**src/rtl/mem_initiator_pkg.sv**
```systemverilog
// Shared types and default widths for the memory-port initiator.
package mem_initiator_pkg;

    localparam int unsigned MI_ADDRESS_W = 4;
    localparam int unsigned MI_DATA_W    = 8;
    localparam int unsigned MI_LEN_W     = 4;

    typedef enum logic [2:0] {
        IDLE,
        WR,
        RD_ISS,
        RD_CAP,
        RD_RSP
    } mi_state_t;

endpackage

```
**src/rtl/mem_initiator.sv**
```systemverilog
// Burst initiator for a single-port synchronous memory.
// Ports:
//   clk, rst (async, active-low)
//   cmd_*    : burst command channel (valid/ready), fill-value writes or reads
//   rsp_*    : read-word response channel with backpressure
//   done     : one-cycle pulse at burst completion; busy: state is not IDLE
//   address/write_en/read_en/data_wr/data_rd : memory port
module mem_initiator
    import mem_initiator_pkg::*;
#(
    parameter int unsigned ADDRESS_W = MI_ADDRESS_W,
    parameter int unsigned DATA_W    = MI_DATA_W,
    parameter int unsigned LEN_W     = MI_LEN_W
) (
    input  logic                 clk,
    input  logic                 rst,
    input  logic                 cmd_valid,
    output logic                 cmd_ready,
    input  logic                 cmd_write,
    input  logic [ADDRESS_W-1:0] cmd_addr,
    input  logic [LEN_W-1:0]     cmd_len,
    input  logic [DATA_W-1:0]    cmd_wdata,
    output logic                 rsp_valid,
    input  logic                 rsp_ready,
    output logic [DATA_W-1:0]    rsp_data,
    output logic [ADDRESS_W-1:0] rsp_addr,
    output logic                 rsp_last,
    output logic                 done,
    output logic                 busy,
    output logic [ADDRESS_W-1:0] address,
    output logic                 write_en,
    output logic                 read_en,
    output logic [DATA_W-1:0]    data_wr,
    input  logic [DATA_W-1:0]    data_rd
);

    mi_state_t            state_q, state_d;
    logic [LEN_W-1:0]     beats_q, beats_d;
    logic [ADDRESS_W-1:0] address_d, rsp_addr_d;
    logic [DATA_W-1:0]    data_wr_d, rsp_data_d;
    logic                 write_en_d, read_en_d, done_d, busy_d;
    logic                 rsp_valid_d, rsp_last_d;

    // Only combinational output: the command slot is open exactly in IDLE.
    assign cmd_ready = (state_q == IDLE);

    // State and registered-output register.
    always_ff @(posedge clk or negedge rst) begin
        if (!rst) begin
            state_q   <= IDLE;
            beats_q   <= '0;
            address   <= '0;
            data_wr   <= '0;
            write_en  <= 1'b0;
            read_en   <= 1'b0;
            done      <= 1'b0;
            busy      <= 1'b0;
            rsp_valid <= 1'b0;
            rsp_data  <= '0;
            rsp_addr  <= '0;
            rsp_last  <= 1'b0;
        end else begin
            state_q   <= state_d;
            beats_q   <= beats_d;
            address   <= address_d;
            data_wr   <= data_wr_d;
            write_en  <= write_en_d;
            read_en   <= read_en_d;
            done      <= done_d;
            busy      <= busy_d;
            rsp_valid <= rsp_valid_d;
            rsp_data  <= rsp_data_d;
            rsp_addr  <= rsp_addr_d;
            rsp_last  <= rsp_last_d;
        end
    end

    // Next state and next values of every registered output.
    // The address register doubles as the burst's current address; it wraps naturally.
    always_comb begin
        state_d     = state_q;
        beats_d     = beats_q;
        address_d   = address;
        data_wr_d   = data_wr;
        write_en_d  = 1'b0;
        read_en_d   = 1'b0;
        done_d      = 1'b0;
        rsp_valid_d = rsp_valid;
        rsp_data_d  = rsp_data;
        rsp_addr_d  = rsp_addr;
        rsp_last_d  = rsp_last;

        case (state_q)
            IDLE: begin
                if (cmd_valid) begin
                    address_d = cmd_addr;
                    beats_d   = cmd_len;
                    if (cmd_write) begin
                        data_wr_d  = cmd_wdata;
                        write_en_d = 1'b1;
                        state_d    = WR;
                    end else begin
                        read_en_d = 1'b1;
                        state_d   = RD_ISS;
                    end
                end
            end
            WR: begin
                if (beats_q == '0) begin
                    done_d  = 1'b1;
                    state_d = IDLE;
                end else begin
                    address_d  = address + ADDRESS_W'(1);
                    beats_d    = beats_q - LEN_W'(1);
                    write_en_d = 1'b1;
                end
            end
            RD_ISS: begin
                // Memory samples read_en at this edge; data arrives next cycle.
                state_d = RD_CAP;
            end
            RD_CAP: begin
                rsp_data_d  = data_rd;
                rsp_addr_d  = address;
                rsp_valid_d = 1'b1;
                rsp_last_d  = (beats_q == '0);
                state_d     = RD_RSP;
            end
            RD_RSP: begin
                if (rsp_ready) begin
                    rsp_valid_d = 1'b0;
                    if (rsp_last) begin
                        done_d  = 1'b1;
                        state_d = IDLE;
                    end else begin
                        address_d = address + ADDRESS_W'(1);
                        beats_d   = beats_q - LEN_W'(1);
                        read_en_d = 1'b1;
                        state_d   = RD_ISS;
                    end
                end
            end
            default: state_d = IDLE;
        endcase

        busy_d = (state_d != IDLE);
    end

endmodule
```
**config.mk**
```make
export PLATFORM = sky130hd
export DESIGN_NAME = mem_initiator
export DESIGN_NICKNAME = d
export VERILOG_FILES = /design/src/rtl/mem_initiator_pkg.sv /design/src/rtl/mem_initiator.sv
export SDC_FILE = /design/constraint.sdc
export NUM_CORES = 1
export LEC_CHECK = 0
export BUFFER_PORTS_ARGS = -buffer_cell sky130_fd_sc_hd__clkbuf_2
export CAP_MARGIN = 10
export CORE_ASPECT_RATIO = 0.9
export CORE_MARGIN = 5
export CORE_UTILIZATION = 37
export CTS_BUF_LIST = sky130_fd_sc_hd__clkbuf_16
export CTS_CLUSTER_SIZE = 28
export DETAILED_ROUTE_END_ITERATION = 7
export GPL_ROUTABILITY_DRIVEN = 0
export RECOVER_POWER = 100
export SYNTH_ARGS = -nofsm -noshare
export SYNTH_HDL_FRONTEND = slang
export SYNTH_SLANG_ARGS = --single-unit
```
**constraint.sdc**
```tcl
create_clock -name clk -period 2.55 [get_ports clk]
set_clock_uncertainty 0.15 [all_clocks]
set_input_delay 0.6375 -clock clk [delete_from_list [all_inputs] [get_ports clk]]
set_output_delay 0.6375 -clock clk [all_outputs]
set_load 0.005 [all_outputs]
```
==> results.md, run 1 <==
- Core ar.: 4518 um^2
- Required time of the worst setup path: approximately 2600 ps
- Crit Path Class: flip-flop to flip-flop
- Synth Net Count: 172
- Initial Util: 38.88%
- CTS Buf Count: 5
- Grt ovf: 0
- Input/output buffers: 59
- Arrival time worst endpoint: 2240 ps
- Top cells by area, synth: dfrtp_1 (53%), mux2_1 (12%), buf_6 (2.6%)
- Share of layout cells above drive strength 1: 26.96%
- Synth Area per Inst: roughly 12 um^2
- Die area: 6228 um^2
- H-tree levels: 2
- Mux share of post-synthesis cell area: roughly 15%
- Startpoint Class: flip-flop
- Async S/R FF share, synth: 100.0%
- Die Wd: around 83 um
- Largest net degree at the start of global routing: 26
- Compound-Gate Fraction of Synth Area: a little under an eighth
- Finished Layout Cells: 266
- Leading area contributor after synthesis: dfrtp_1
- Routed WL: 3772 um
- Pin slew with the least headroom to its limit: 721.5 ps
- EDFF count, synth: 0
- I/O pins: 60
- Max_slew headroom: 51.76%
- CTS tree: yes
- Layout area overhead: 25.21%
- DR WL/cell: 14.18 um
- Syn Std Cell Area: 1757 um^2
- Global-route wire length before repair: 6168 um
- Primary FF master, synth: dfrtp_1
- Netlist cell types: 37
- DR pass1 iterations: 4
- Maximum clock rate: 0.4491 GHz
- Simple-gate share of the synthesized area: 12.61%
- Longest Clk Path Bufs: 2
- Synth Area in Adders: 1.425%
- Height of the die: 75.37 um
- RSZ-0062 raised after global routing: false
- Setup violations, final: 0
- Clock Latency Late Sink: 270 ps
- CP endpoint kind: flip-flop
- Total GRT Usage: between 10% and 20%
- Worst hold slack: 229.5 ps
- Fin nets: around 230
- Via Count: 1309
- Post-CTS Setup Repair Bufs: 0
- FF+latch count, synth: 37
- Max Cap Viol: 0
- Clk root buf: clkbuf_16
- Dpl hpwl: approximately 2900 um
- Fin crit share: 87.32%
- CTS Sinks: 37
- Fin Setup TNS: 0 ps
- Post-Synth XOR/XNOR Area: 2.493%
- Synth Instances: 141
- DR DRC count: 0
- Via density: approximately 5
- Warnings, synthesis: 0
- Final Hold Viols: 0
- Clk pin slew, worst setup/hold paths: approximately 50 ps
- Hold_buf cts: 0
- Period minus WS final: 2227 ps
- CTS resizes: 0
- Initial antenna violation count: 0
- Post-DRT Antenna Nets: 0
- Setup WS post-layout: roughly 320 ps
- Largest family of logic cells by synthesized area: multiplexers
- Antenna cells: 0
- Max-slew violations: 0
- Inst Count DP: roughly 260
- Setup slack at placement: 566.4 ps
- Yosys top cell area share: 52.71%
- Status: finished, final reports clean
- Fillers: 436
- Placement Rows: 23
- Leak: 1.030 nW
- Commonest cells in the netlist: dfrtp_1 (37), mux2_1 (19), nand2_1 (11), nor2_1 (6)
- Critical path fanouts, max: 13
- Post-synthesis sequential area ratio: 52.71%
- Top-count cell post-synth: dfrtp_1
- PD cells: 1370 nW/um^2
- Drt first-iter violations: 31
- VDD IR-drop max: ~450 uV
- Hold crit path type: input port to asynchronous set/reset pin
- Vias in the first global route: 1344
-- layer usage --
metal / share of wire (%) / track usage [%] / up-vias / routed length (um)
met2: 49 / 22.42 / 40 / 1849
met5: 0 / 0 / - / 0
li1: - / - / 631 / -
met3: 8.2 / 4.846 / 7 / 311
met1: 41 / 15.61 / 631 / 1547
met4: 1.7 / 5.445 / 0 / 63
-- flip-flops by register name, indices dropped and copies added (netlist names) --
signal	cells
rsp_data	8
data_wr	8
rsp_addr	4
write_en	1
busy	1
rsp_last	1
done	1
read_en	1
rsp_valid	1
beats_q	4
address	4
state_q	3
-- worst paths after layout --
check	depth (start not counted)	slack (ps)	startpoint	to
worst max-delay path	4	320	state_q[2]	address[1]
worst min-delay path	1	230	rst	rsp_last
worst max register to register	4	320	state_q[2]	address[1]
worst min register to register	1	330	data_wr[5]	data_wr[5]
max in group asynchronous	2	990	rst	address[2]
min in group clk	1	330	data_wr[5]	data_wr[5]
-- cell families (layout without fill, tap and decap cells) --
kind of cell,after synthesis,count (layout)
DFF,37,37
adders and majority gates,2,2
buffers and inverters,11,74
AOI/OAI and AO/OA,29,29
muxes,23,23
xor gates and xnor gates,2,2
and+or+nand+nor,37,37
-- power breakdown --
group	switching [mW]	total (mW)	leakage, nW	internal [mW]
Combinational	0.628	1.24	0.505	0.611
Clock	0.214	0.668	0.0826	0.453
Sequential	0.232	1.11	0.443	0.876
-- area by class of cell --
type	instances	area [um^2]	share of cell area [%]
flip-flops and latches	37	925.9	42.09
inverters	5	18.77	0.8532
repair buffers	61	285.3	12.97
multi-input cells	93	729.5	33.16
clock inverters	3	37.54	1.706
clock buffers	5	125.1	5.688
well taps	62	77.57	3.527
-- cells in the final DEF, fill, tap and decap left out, drive strengths merged --
master | Yosys | routed
bufinv | 0 | 1
a2bb2oi | 5 | 5
o22ai | 2 | 2
nor2 | 7 | 7
nand3 | 3 | 3
and2b | 1 | 1
nand3b | 4 | 4
nand4 | 2 | 2
xnor2 | 1 | 1
inv | 5 | 6
nand2 | 12 | 12
a221oi | 3 | 3
o21ai | 9 | 9
ha | 2 | 2
and3 | 1 | 1
mux2i | 3 | 3
nand4b | 1 | 1
a21o | 1 | 1
or3b | 1 | 1
a21oi | 5 | 5
clkinv | 0 | 1
a211o | 1 | 1
nor3 | 2 | 2
dfrtp | 37 | 37
nand2b | 3 | 3
buf | 5 | 1
mux2 | 20 | 20
a211oi | 3 | 3
clkbuf | 1 | 65
xor2 | 1 | 1
-- worst max-delay path, stage by stage, from the launching register on --
cell	delay, ps
dfrtp_1	680
nand3b_1	190
a2bb2oi_2	210
a21oi_1	530
mux2_4	350
-- per-stage QoR --
| step | instance area (um^2) | utilization [%] | total power [mW] |
|---|---|---|---|
| final | 2200 | 48.68 | 3.014 |
| after global routing | 2200 | 48.68 | 3.259 |
| after CTS | 2253 | 49.88 | 3.139 |
| after detailed placement | 2091 | 46.28 | 2.454 |
| after global placement | 2091 | 46.28 | 2.408 |
| after floorplan | 1757 | - | 2.006 |
(Power assumes the default switching activity.)
==> run 2, diff against run 1 <==
==> constraint.sdc (replaced) <==
create_clock -name clk -period 2.5 [get_ports clk]
set_clock_uncertainty 0.15 [all_clocks]
set_input_delay 0.625 -clock clk [delete_from_list [all_inputs] [get_ports clk]]
set_output_delay 0.625 -clock clk [all_outputs]
set_load 0.005 [all_outputs]
==> run 2 against run 1 <==
Global-route usage grew 0.33 points. Power increased by 7.5%. Sequential power is essentially flat. Sequential share of layout area fell by 1.1 points. Clock-buffer cell count did not move. Die area did not move. Final cell count rose by 0.38%. Critical path type is now flip-flop to output port. Critical endpoint is now cmd_ready. Largest cell class unchanged.
==> results.md, run 2 (synthesis gave the netlist of run 1 again) <==
- I/O pins: 60
- Finished Layout Cells: 267
- Grt ovf: 0
- Arrival time worst endpoint: 1400 ps
- Hold_buf cts: 0
- Most frequent cells in the layout: clkbuf_2 (47), dfrtp_1 (37), mux2_1 (20), clkbuf_1 (14), nand2_1 (11)
- Required time of the worst setup path: ~1700 ps
- Dpl hpwl: between 3000 and 4000 um
- Drt first-iter violations: 55
- CP Buf/Inv Count: 1
- Global-route wire length before repair: between 6000 and 7000 um
- Met3 usage: under 10%
- GRT met2 Usage: between 20% and 30%
- Crit path cell chain: nor3_1 > clkbuf_2
- Vias in the first global route: 1358
- Placed Instance Area: 2098 um^2
- CP endpoint kind: output port
- Period minus WS final: about 2200 ps
- H-tree levels: 2
- Fin crit share: 86.91%
- DR pass1 iterations: 4
- Tot Pwr: roughly 3.2 mW
- Post-CTS Setup Repair Bufs: 0
- Total GRT Usage: 13.69%
- Setup violations, final: 0
- Sw frac: 35.09%
- Most common cell after layout, fill and taps aside: clkbuf_2
- Via Count: around 1.3k
- CTS resizes: 0
- CP max-delay cell: dfrtp_1
- Net switching power: 1.137 mW
- Setup slack at placement: 515.4 ps
- Hold crit path type: flip-flop to flip-flop
- Layout area overhead: 28.70%
- Area of the multi-input gates: 749.5 um^2
- Die area: 6228 um^2
- Fin Setup TNS: 0 ps
- Register area: 925.9 um^2
- Longest Clk Path Bufs: 2
- Status: finished, final reports clean
- Seq pwr share: a little over a third
- Input/output buffers: 59
- Leak: 1.077 nW
- Die Wd: 82.63 um
- Fillers: roughly 450
- Inst Count DP: 259
- VDD IR-drop max: around 640 uV
- RSZ-0062 raised after global routing: false
- Max-slew violations: 0
- Share of layout cells above drive strength 1: 30.73%
- Antenna cells: 0
- Via density: 5.052
- Height of the die: 75.37 um
- Clock Latency Late Sink: 280 ps
- DR DRC count: 0
- Routed WL: 3907 um
- Max Cap Viol: 0
- Post-DRT Antenna Nets: 0
- Met1 GRT Util: 17.23%
- Worst hold slack: 334.7 ps
- GR peak layer: met2
- Maximum clock rate: 0.4602 GHz
- Core Util, Final: 50.04%
- Fin nets: 235
- Core ar.: about 4500 um^2
- Placement Rows: 23
- Final Hold Viols: 0
- CTS Buf Count: 5
- Power share of the clock group: about a quarter
- Initial antenna violation count: 0
- Crit Path Class: flip-flop to output port
- Setup WS post-layout: 327.2 ps
- Initial Util: 38.88%
- Max_slew headroom: 31.87%
- Fin area: about 2300 um^2
- CTS Sinks: 37
- PD cells: about 1400 nW/um^2
- Critical path fanouts, max: 13
- DR WL/cell: 14.63 um
- Top Registers: data_wr x8, rsp_data x8
- Clk pin slew, worst setup/hold paths: 60 ps
- Int Power: 2.104 mW
- CP max stage delay: 570 ps
- Comb pwr share: between 40% and 50%
- Pin slew with the least headroom to its limit: 1022 ps
- CP top delay family: flip-flops
- CTS tree: yes
- Startpoint Class: flip-flop
- Largest net degree at the start of global routing: 21
- Clk root buf: clkbuf_16
## run 2: cell types whose count changed in the layout (fill, tap and decap cells not counted), sizes merged
cell    before  now
bufinv       1    2
clkbuf      65   66
clkinv       1    0
## run 2: routing by layer
layer,vias to the layer above,wire length (um)
met2,43,1940
li1,632,-
met3,6,225
met5,-,0
met4,0,50
met1,668,1691
## run 2: power groups by stage
stage | clock network [mW] | logic (mW) | registers (mW)
2_1_floorplan | 0 | 0.961 | 1.08
3_3_place_gp | 0 | 1.32 | 1.13
3_5_place_dp | 0 | 1.35 | 1.15
4_1_cts | 0.829 | 1.36 | 1.15
5_1_grt | 0.852 | 1.46 | 1.18
6_report | 0.808 | 1.30 | 1.14
## run 2: worst paths after layout
kind	startpoint	endpoint	slack, ps	depth (start not counted)
worst max-delay path	state_q[2]	cmd_ready	330	2
max in group asynchronous	rst	state_q[2]	770	2
worst min-delay path	rsp_addr[1]	rsp_addr[1]	330	1
worst min register to register	rsp_addr[1]	rsp_addr[1]	330	1
min in group asynchronous	rst	write_en	360	1
worst max register to register	state_q[2]	data_wr[5]	440	3
## run 2: area by class of cell
cell class                      instances  area share, %
Clock buffer                            5          5.534
Clock inverter                          3          3.044
Inverter                                5         0.8301
Multi-Input combinational cell         93          33.15
Sequential cell                        37          40.95
Tap cell                               62          3.431
Timing Repair Buffer                   62          13.06
## run 2: worst reg2reg max path: stages (launching register included)
cell	delay [ps]
dfrtp_1	570
nor3_1	380
and3_1	460
mux2_1	390
